<file path="config.mk">
export PLATFORM = sky130hd
export DESIGN_NAME = branch_predict_unit
export DESIGN_NICKNAME = d
export VERILOG_FILES = /design/src/rtl/branch_predict_unit.sv
export SDC_FILE = /design/constraint.sdc
export NUM_CORES = 1
export LEC_CHECK = 0
export BUFFER_PORTS_ARGS = -buffer_cell sky130_fd_sc_hd__buf_2
export CAP_MARGIN = 20
export CORE_MARGIN = 1.5
export CORE_UTILIZATION = 60
export DETAILED_ROUTE_END_ITERATION = 7
export PLACE_DENSITY_LB_ADDON = 0.25
export SYNTH_ARGS = -nofsm -noshare
export SYNTH_HDL_FRONTEND = slang
export SYNTH_SLANG_ARGS = --single-unit
</file>
<file path="constraint.sdc">
create_clock -name clk -period 6.5 [get_ports clk]
set_input_delay 0.65 -clock clk [delete_from_list [all_inputs] [get_ports clk]]
set_output_delay 0.65 -clock clk [all_outputs]
set_load 0.1 [all_outputs]
</file>
<file path="src/rtl/branch_predict_unit.sv">
// -----------------------------------------------------------------------------
// branch_predict_unit
//
// Fetch-side conditional-branch direction predictor. A table of 2-bit
// saturating counters, indexed by pc[IDX_BITS+1:2], supplies a combinational
// prediction to fetch. Every accepted prediction is queued in an in-order FIFO
// until the decode-stage branch compare resolves it. Resolution trains the
// counter. A wrong prediction raises a one-cycle flush with the corrected PC,
// bumps the mispredict counter and discards everything still queued (those
// entries were fetched down the wrong path).
//
// Ports
//   clk            : clock, all state updates on the rising edge
//   rst_n          : synchronous reset, active low
//   fetch_valid    : fetch presents a predecoded conditional branch
//   fetch_pc       : PC of that branch
//   fetch_target   : taken target computed by fetch predecode
//   pred_ready     : unit accepts a prediction this cycle (RUN and FIFO not full)
//   pred_taken     : predicted direction for fetch_pc (combinational)
//   res_valid      : decode resolved the oldest outstanding branch
//   res_taken      : actual direction of that branch
//   flush          : one-cycle mispredict pulse
//   redirect_pc    : corrected fetch PC, valid while flush is high
//   mispredict_cnt : running mispredict total, wraps at 2**32
//   protocol_err   : one-cycle pulse when res_valid arrives with nothing queued
// -----------------------------------------------------------------------------
module branch_predict_unit #(
    parameter int IDX_BITS   = 6,
    parameter int PEND_DEPTH = 4
) (
    input  logic        clk,
    input  logic        rst_n,
    input  logic        fetch_valid,
    input  logic [31:0] fetch_pc,
    input  logic [31:0] fetch_target,
    output logic        pred_ready,
    output logic        pred_taken,
    input  logic        res_valid,
    input  logic        res_taken,
    output logic        flush,
    output logic [31:0] redirect_pc,
    output logic [31:0] mispredict_cnt,
    output logic        protocol_err
);

    localparam int ENTRIES = 1 << IDX_BITS;
    localparam int PTR_W   = $clog2(PEND_DEPTH);

    typedef enum logic [1:0] {
        ST_INIT  = 2'd0,
        ST_RUN   = 2'd1,
        ST_FLUSH = 2'd2
    } state_t;

    typedef struct packed {
        logic [31:0]         pc4;
        logic [31:0]         target;
        logic [IDX_BITS-1:0] idx;
        logic                pred;
    } pend_t;

    state_t              state;
    logic [IDX_BITS-1:0] init_idx;

    logic [1:0] counter  [ENTRIES];
    pend_t      fifo_mem [PEND_DEPTH];

    // One extra wrap bit on each pointer distinguishes full from empty.
    logic [PTR_W:0] wr_ptr;
    logic [PTR_W:0] rd_ptr;

    logic                fifo_empty;
    logic                fifo_full;
    logic [IDX_BITS-1:0] lookup_idx;
    pend_t               head;
    logic [1:0]          head_ctr;
    logic [1:0]          trained_ctr;
    logic                push;
    logic                pop;
    logic                mispredict;

    assign fifo_empty = (wr_ptr == rd_ptr);
    assign fifo_full  = (wr_ptr[PTR_W] != rd_ptr[PTR_W]) &&
                        (wr_ptr[PTR_W-1:0] == rd_ptr[PTR_W-1:0]);

    assign lookup_idx = fetch_pc[IDX_BITS+1:2];
    assign head       = fifo_mem[rd_ptr[PTR_W-1:0]];
    assign head_ctr   = counter[head.idx];

    // Ready reflects the occupancy before any same-cycle pop, so a full FIFO
    // refuses a push even while its head is being resolved.
    assign pred_ready = (state == ST_RUN) && !fifo_full;

    // Gated outside RUN so an uninitialised table never reaches fetch.
    // Reads the table before this edge's training write, so a same-index
    // lookup and update see the old counter value.
    assign pred_taken = (state == ST_RUN) && counter[lookup_idx][1];

    assign push       = fetch_valid && pred_ready;
    assign pop        = (state == ST_RUN) && res_valid && !fifo_empty;
    assign mispredict = pop && (res_taken != head.pred);

    // Saturating +1 / -1 on the resolved branch's counter.
    // NOTE: every signal written in an always_comb gets a default first, so no
    // path leaves it unassigned and no latch is inferred.
    always_comb begin
        trained_ctr = head_ctr;
        if (res_taken) begin
            if (head_ctr != 2'b11) trained_ctr = head_ctr + 2'd1;
        end else begin
            if (head_ctr != 2'b00) trained_ctr = head_ctr - 2'd1;
        end
    end

    // Counter table. INIT walks every entry to weakly-not-taken, so the array
    // itself carries no reset.
    // NOTE: storage arrays are not reset; a per-entry reset would turn RAM-like
    // arrays into wide reset trees, and the INIT sweep already defines them.
    always_ff @(posedge clk) begin
        if (rst_n) begin
            if (state == ST_INIT) begin
                counter[init_idx] <= 2'b01;
            end else if (pop) begin
                counter[head.idx] <= trained_ctr;
            end
        end
    end

    // Pending-prediction storage. A push coinciding with a mispredicting pop is
    // on the wrong path and is not written.
    always_ff @(posedge clk) begin
        if (rst_n && push && !mispredict) begin
            fifo_mem[wr_ptr[PTR_W-1:0]] <= '{
                pc4:    fetch_pc + 32'd4,
                target: fetch_target,
                idx:    lookup_idx,
                pred:   pred_taken
            };
        end
    end

    // Control FSM, FIFO pointers and registered outputs.
    // NOTE: sequential state uses non-blocking assignments so every register
    // samples pre-edge values regardless of statement order.
    always_ff @(posedge clk) begin
        if (!rst_n) begin
            state          <= ST_INIT;
            init_idx       <= '0;
            wr_ptr         <= '0;
            rd_ptr         <= '0;
            flush          <= 1'b0;
            redirect_pc    <= '0;
            mispredict_cnt <= '0;
            protocol_err   <= 1'b0;
        end else begin
            flush        <= 1'b0;
            protocol_err <= 1'b0;
            case (state)
                ST_INIT: begin
                    init_idx <= init_idx + 1'b1;
                    if (init_idx == '1) state <= ST_RUN;
                end
                ST_RUN: begin
                    protocol_err <= res_valid && fifo_empty;
                    if (mispredict) begin
                        flush          <= 1'b1;
                        redirect_pc    <= res_taken ? head.target : head.pc4;
                        mispredict_cnt <= mispredict_cnt + 32'd1;
                        wr_ptr         <= '0;
                        rd_ptr         <= '0;
                        state          <= ST_FLUSH;
                    end else begin
                        if (push) wr_ptr <= wr_ptr + 1'b1;
                        if (pop)  rd_ptr <= rd_ptr + 1'b1;
                    end
                end
                ST_FLUSH: begin
                    // flush was raised on entry and drops on this edge.
                    state <= ST_RUN;
                end
                default: begin
                    state <= ST_INIT;
                end
            endcase
        end
    end

endmodule

</file>
# Yosys cells after proc, flatten, opt, wreduce, memory -nomap -nowiden
# Memory sizes are Yosys's and may differ from the RTL's. A register that Yosys moved wholly into a read port is not among the register bits.
# Index checks and enable logic that the tools add are counted.
[word_totals]
n_memories = 2
ff_bits = 80
inputBits = 69
latch_bits = 0
mem_bits_rw = 412
mem_bits_ro = 0
wordCells = 76
[classes]
n_addsub = 7
div_mod_pow = 0
shift = 0
n_reduce_logical = 23
bitwise_logic = 0
order_cmp = 0
n_mul = 0
eq_ne = 10
mux = 26
[memory_table]
columns = ["name", "words", "width", "read_ports", "rd_ports_with_merged_regs", "write_ports", "line_no", "rtl"]
rows = [
  ["fifo_mem", 4, 71, 1, 1, 1, "66", "pend_t fifo_mem [PEND_DEPTH];"],
  ["counter", 64, 2, 2, 0, 1, "65", "logic [1:0] counter [ENTRIES];"],
]
[op_table]
columns = ["op", "n"]
rows = [
  ["$add 32x1->32 const B", 1],
  ["$add 32x3->32 const B", 1],
  ["$mux 32", 1],
  ["$mux 2", 8],
  ["$mux 3", 4],
  ["$mux 1", 11],
  ["$logic_and 1x1->1", 10],
  ["$reduce_and 2->1", 5],
  ["$add 3x1->3 const B", 2],
  ["$add 6x1->6 const B", 1],
  ["$eq 6x6->1 const B", 1],
  ["$mux 6", 1],
  ["$pmux 2 s3", 1],
  ["$reduce_bool 2->1", 3],
  ["$ne 2x2->1 const B", 2],
  ["$eq 3x3->1", 1],
  ["$logic_not 1->1", 3],
  ["$add 2x1->2 const B", 1],
  ["$eq 2x1->1 const B", 1],
  ["$eq 2x2->1", 1],
  ["$eq 2x2->1 const B", 1],
  ["$logic_not 2->1", 1],
  ["$ne 1x1->1", 2],
  ["$ne 2x1->1 const B", 1],
  ["2 further kinds", 2],
]

# Logic depth before layout (Yosys ltp)
[depth]
word_depth = 9
depth_mapped = 12
ltp_nobuf = 8

# Worst setup path before layout
# No wires, ideal clock.
[synth_path]
path_type = "input -> register"
from = "in fetch_pc[2]"
to = "mem fifo_mem[0][0] (netlist bit) (data pin)"
arrival_ns = 4.649
setup_slack_ns = 1.186
stages = 8
path_buffers = 2
cell_sequence = "clkbuf_1 -> clkbuf_1 -> mux2i_1 -> o221ai_1 -> o22ai_1 -> a211oi_1 -> a21oi_1 -> a211oi_1"
[synth_via]
elab_chain_len = 2
[synth_lines]
columns = ["element", "line_no", "rtl"]
rows = [
  ["start, declared", "34", "input logic [31:0] fetch_pc,"],
  ["$mem_v2 64x2", "--", ""],
  ["$logic_and 1x1->1", "97", "assign pred_taken = (state == ST_RUN) && counter[lookup_idx][1];"],
  ["net pred_taken", "37", "output logic pred_taken,"],
  ["end, declared", "66", ""],
]
# The timed path passes the listed nets, and every way through them passes these cells.

==> impl_metrics.json <==
{
  "synthesis.area_sq_mm": 0.0204,
  "period_needed_ns": 4.91,
  "io_buffer_count": 136,
  "timing.critical_path.from_type": "flop",
  "number_of_buffers_created_by_cts": 49,
  "syn_to_final_growth_pct": 13.4,
  "place.gp.congestion": 0.917,
  "numClockSinks": 494,
  "synth_seq_cells": 494,
  "timing.critical_path.arrival_ns": 5.23,
  "num-nets-final": 1537,
  "synth_edf_count": 412,
  "initialDrtViolationCount": 854,
  "cp_num_buf_inv": 2,
  "ys_async_sr_fraction_pct": 0,
  "initial_utilization_pct": 60.9,
  "grt_max_degree": 77,
  "first_pass_iters": 5,
  "power_density_mw_per_mm2": 276,
  "p_leak_nw": 7.85,
  "post_cts_resize_count": 0,
  "seq_area_frac_synth_pct": 68.6,
  "chipWidth_um": 187,
  "path_class": "flop to flop",
  "row_count": 67,
  "max-vdd-ir-drop_mv": 0.256,
  "fp.coreArea_sq_mm": 0.0335,
  "hp-class": "input pin to flop",
  "globalRouteOverflowTotal": 0,
  "crit_chain": "mux4_2 > inv_2 > mux2i_1 > o32ai_1 > a211oi_1 > or4b_2 > a31oi_1 > o21a_1 > buf_4",
  "grt_pass1_wl_um": 68700,
  "route.antenna.remaining_nets": 0,
  "layout.core_utilization_pct": 69.0,
  "maxClockFrequency_mhz": 204,
  "cts_tree": "yes",
  "path_delay_family": "compound AO/OA/AOI/OAI gates",
  "gr-usage-all-layers_pct": 25.5,
  "yosys_warnings": 0,
  "drt-wirelength-per-cell_um": 22.8,
  "detailroute.via_count": 12000,
  "skew_ns": 0.0192,
  "setup-violations-final": 0,
  "via_count_of_the_first_global_routing_pass": 12100,
  "drt_drc_violations_left": 0,
  "worstMarginPinSlew_ns": 1.01,
  "cts.path.max_buffers": 3,
  "timing.setup.tns_ns": 0,
  "min_period_over_period_pct": 75.6,
  "clkLatencyLatePin_ns": 0.57,
  "hpwl_um": 27100,
  "cts.root.buffer_cell": "sky130_fd_sc_hd__clkbuf_16",
  "drt-total-wl_um": 44500,
  "run_status": "finished clean",
  "htree_num_levels": 2,
  "antenna_violations_before_repair": 5,
  "fp.dieH_um": 187,
  "net_count_after_synthesis": 1402,
  "maxcap_violations": 0,
  "finalHoldViolations": 0,
  "critPathSlowestCell": "sky130_fd_sc_hd__mux4_2",
  "clk_pin_slew_worst_paths_ns": 0.06,
  "ys_types": 56,
  "post_synth_inst_count": 1325,
  "worstSetupEndpointType": "flop",
  "path_max_fanout": 46,
  "setup_repair_after_global_routing_missed_its_margin": "no",
  "relSlewSlack_pct": 32.7,
  "cts_hold_repair.buffers": 0,
  "worstPathRequired_ns": 6.82,
  "synth_area_per_cell_sq_um": 15.4,
  "layout_commonest_cell": "sky130_fd_sc_hd__edfxtp_1",
  "design.die.area_sq_mm": 0.0351,
  "highest_count_cells_in_the_layout_ignoring_fill_and_taps": "412 x sky130_fd_sc_hd__edfxtp_1, 160 x sky130_fd_sc_hd__nor2_1, 136 x sky130_fd_sc_hd__buf_2, 134 x sky130_fd_sc_hd__nand2_1, 87 x sky130_fd_sc_hd__mux4_2",
  "report.final.slew_viol_count": 0,
  "cts_setup_buffers": 0,
  "yosys_most_used_dff": "sky130_fd_sc_hd__edfxtp_1",
  "worst_path_largest_cell_delay_ns": 0.90,
  "vias_per_cell": 6.13,
  "drive_above_1_share_pct": 21.8,
  "io_pins": 137
}
worst reg2reg max path, delay by kind of cell, from the launching register on:
family          cells  cell delay [ns]
flops               1             0.74
buf+inv             2             0.85
compound gates      4             1.25
simple gates        1             0.64
mux                 2             1.14
report_power, final:
| part | total [mW] | leakage [nW] | switching (mW) | internal, mW |
|---|---|---|---|---|
| logic | 0.138 | 2.67 | 0.0980 | 0.0405 |
| clock network | 2.82 | 0.791 | 1.16 | 1.66 |
| registers | 3.42 | 4.39 | 0.00376 | 3.41 |
| total | 6.38 | 7.85 | 1.27 | 5.11 |
routing by layer:
| layer | wire (um) | GRT usage [%] | up-vias |
|---|---|---|---|
| li1 | - | - | 5366 |
| met1 | 18500 | 35.6 | 6012 |
| met2 | 21300 | 41.1 | 474 |
| met3 | 3190 | 4.39 | 110 |
| met4 | 1430 | 9.42 | 2 |
| met5 | 13 | 0 | - |
synth_stat cells, drive strengths merged, types with 8 or more instances:
cell	count	area, sq um
a21oi	14	70.1
nor3	8	40.0
and3	10	62.6
mux2i	85	851
nand2	134	503
a311oi	34	298
edfxtp	412	12400
mux4	87	1960
nand3	32	160
xnor2	39	349
o21ai	12	60.1
buf	26	133
dfxtp	82	1640
xor2	28	245
nand4	14	93.8
ha	8	100
clkbuf	39	146
nor2	161	604
inv	12	45.0
o221ai	8	70.1
a31oi	9	56.3
kinds of logic (layout without fill, tap and decap cells):
| group | after synthesis | count (layout) | synth area share [%] |
|---|---|---|---|
| buffers and inverters | 79 | 254 | 1.62 |
| flip-flops | 494 | 494 | 68.6 |
| AO/OA/AOI/OAI | 105 | 105 | 3.78 |
| adder cells (fa/ha/maj) | 8 | 8 | 0.490 |
| multiplexers | 175 | 175 | 13.9 |
| XOR/XNOR | 67 | 67 | 2.91 |
| AND/OR/NAND/NOR | 397 | 397 | 8.63 |
| other | 0 | 5 | 0 |
state kept, by name, summed over array words and instances (netlist names), named ones only:
signal	flops
redirect_pc	32
init_idx	6
protocol_err	1
wr_ptr	3
counter	128
mispredict_cnt	32
state	2
rd_ptr	3
flush	1
fifo_mem	284
worst paths after layout:
kind	slack [ns]	cells after the start	from	endpoint
setup / recovery	1.59	9	flop	counter[40][1]
hold / removal	0.30	1	fetch_target[20]	fifo_mem[2][27]
setup reg to reg	1.59	9	flop	counter[40][1]
hold reg to reg	0.49	2	mispredict_cnt[31]	mispredict_cnt[31]
metrics by stage:
step	instances	worst slack (ns)	area, sq um	hold slack, ns	power, mW
after floorplan	1325	1.19	20400	0.479	3.55
final	1953	1.59	23200	0.296	6.38
after global routing	1953	1.33	23200	0.284	6.53
after global placement	1857	1.80	21500	0.466	3.62
after detailed placement	1857	1.62	21500	0.479	3.62
after CTS	1948	1.61	23100	0.273	6.41
final cells by class:
class | count | area (sq um)
Tap cell | 448 | 561
Sequential cell | 494 | 14000
Antenna cell | 5 | 12.5
Timing Repair Buffer | 149 | 778
Clock inverter | 20 | 221
Fill cell | 2245 | 10400
Inverter | 14 | 52.6
Clock buffer | 71 | 1400
Multi-Input combinational cell | 752 | 6100
Power figures use the tool's default switching activity.
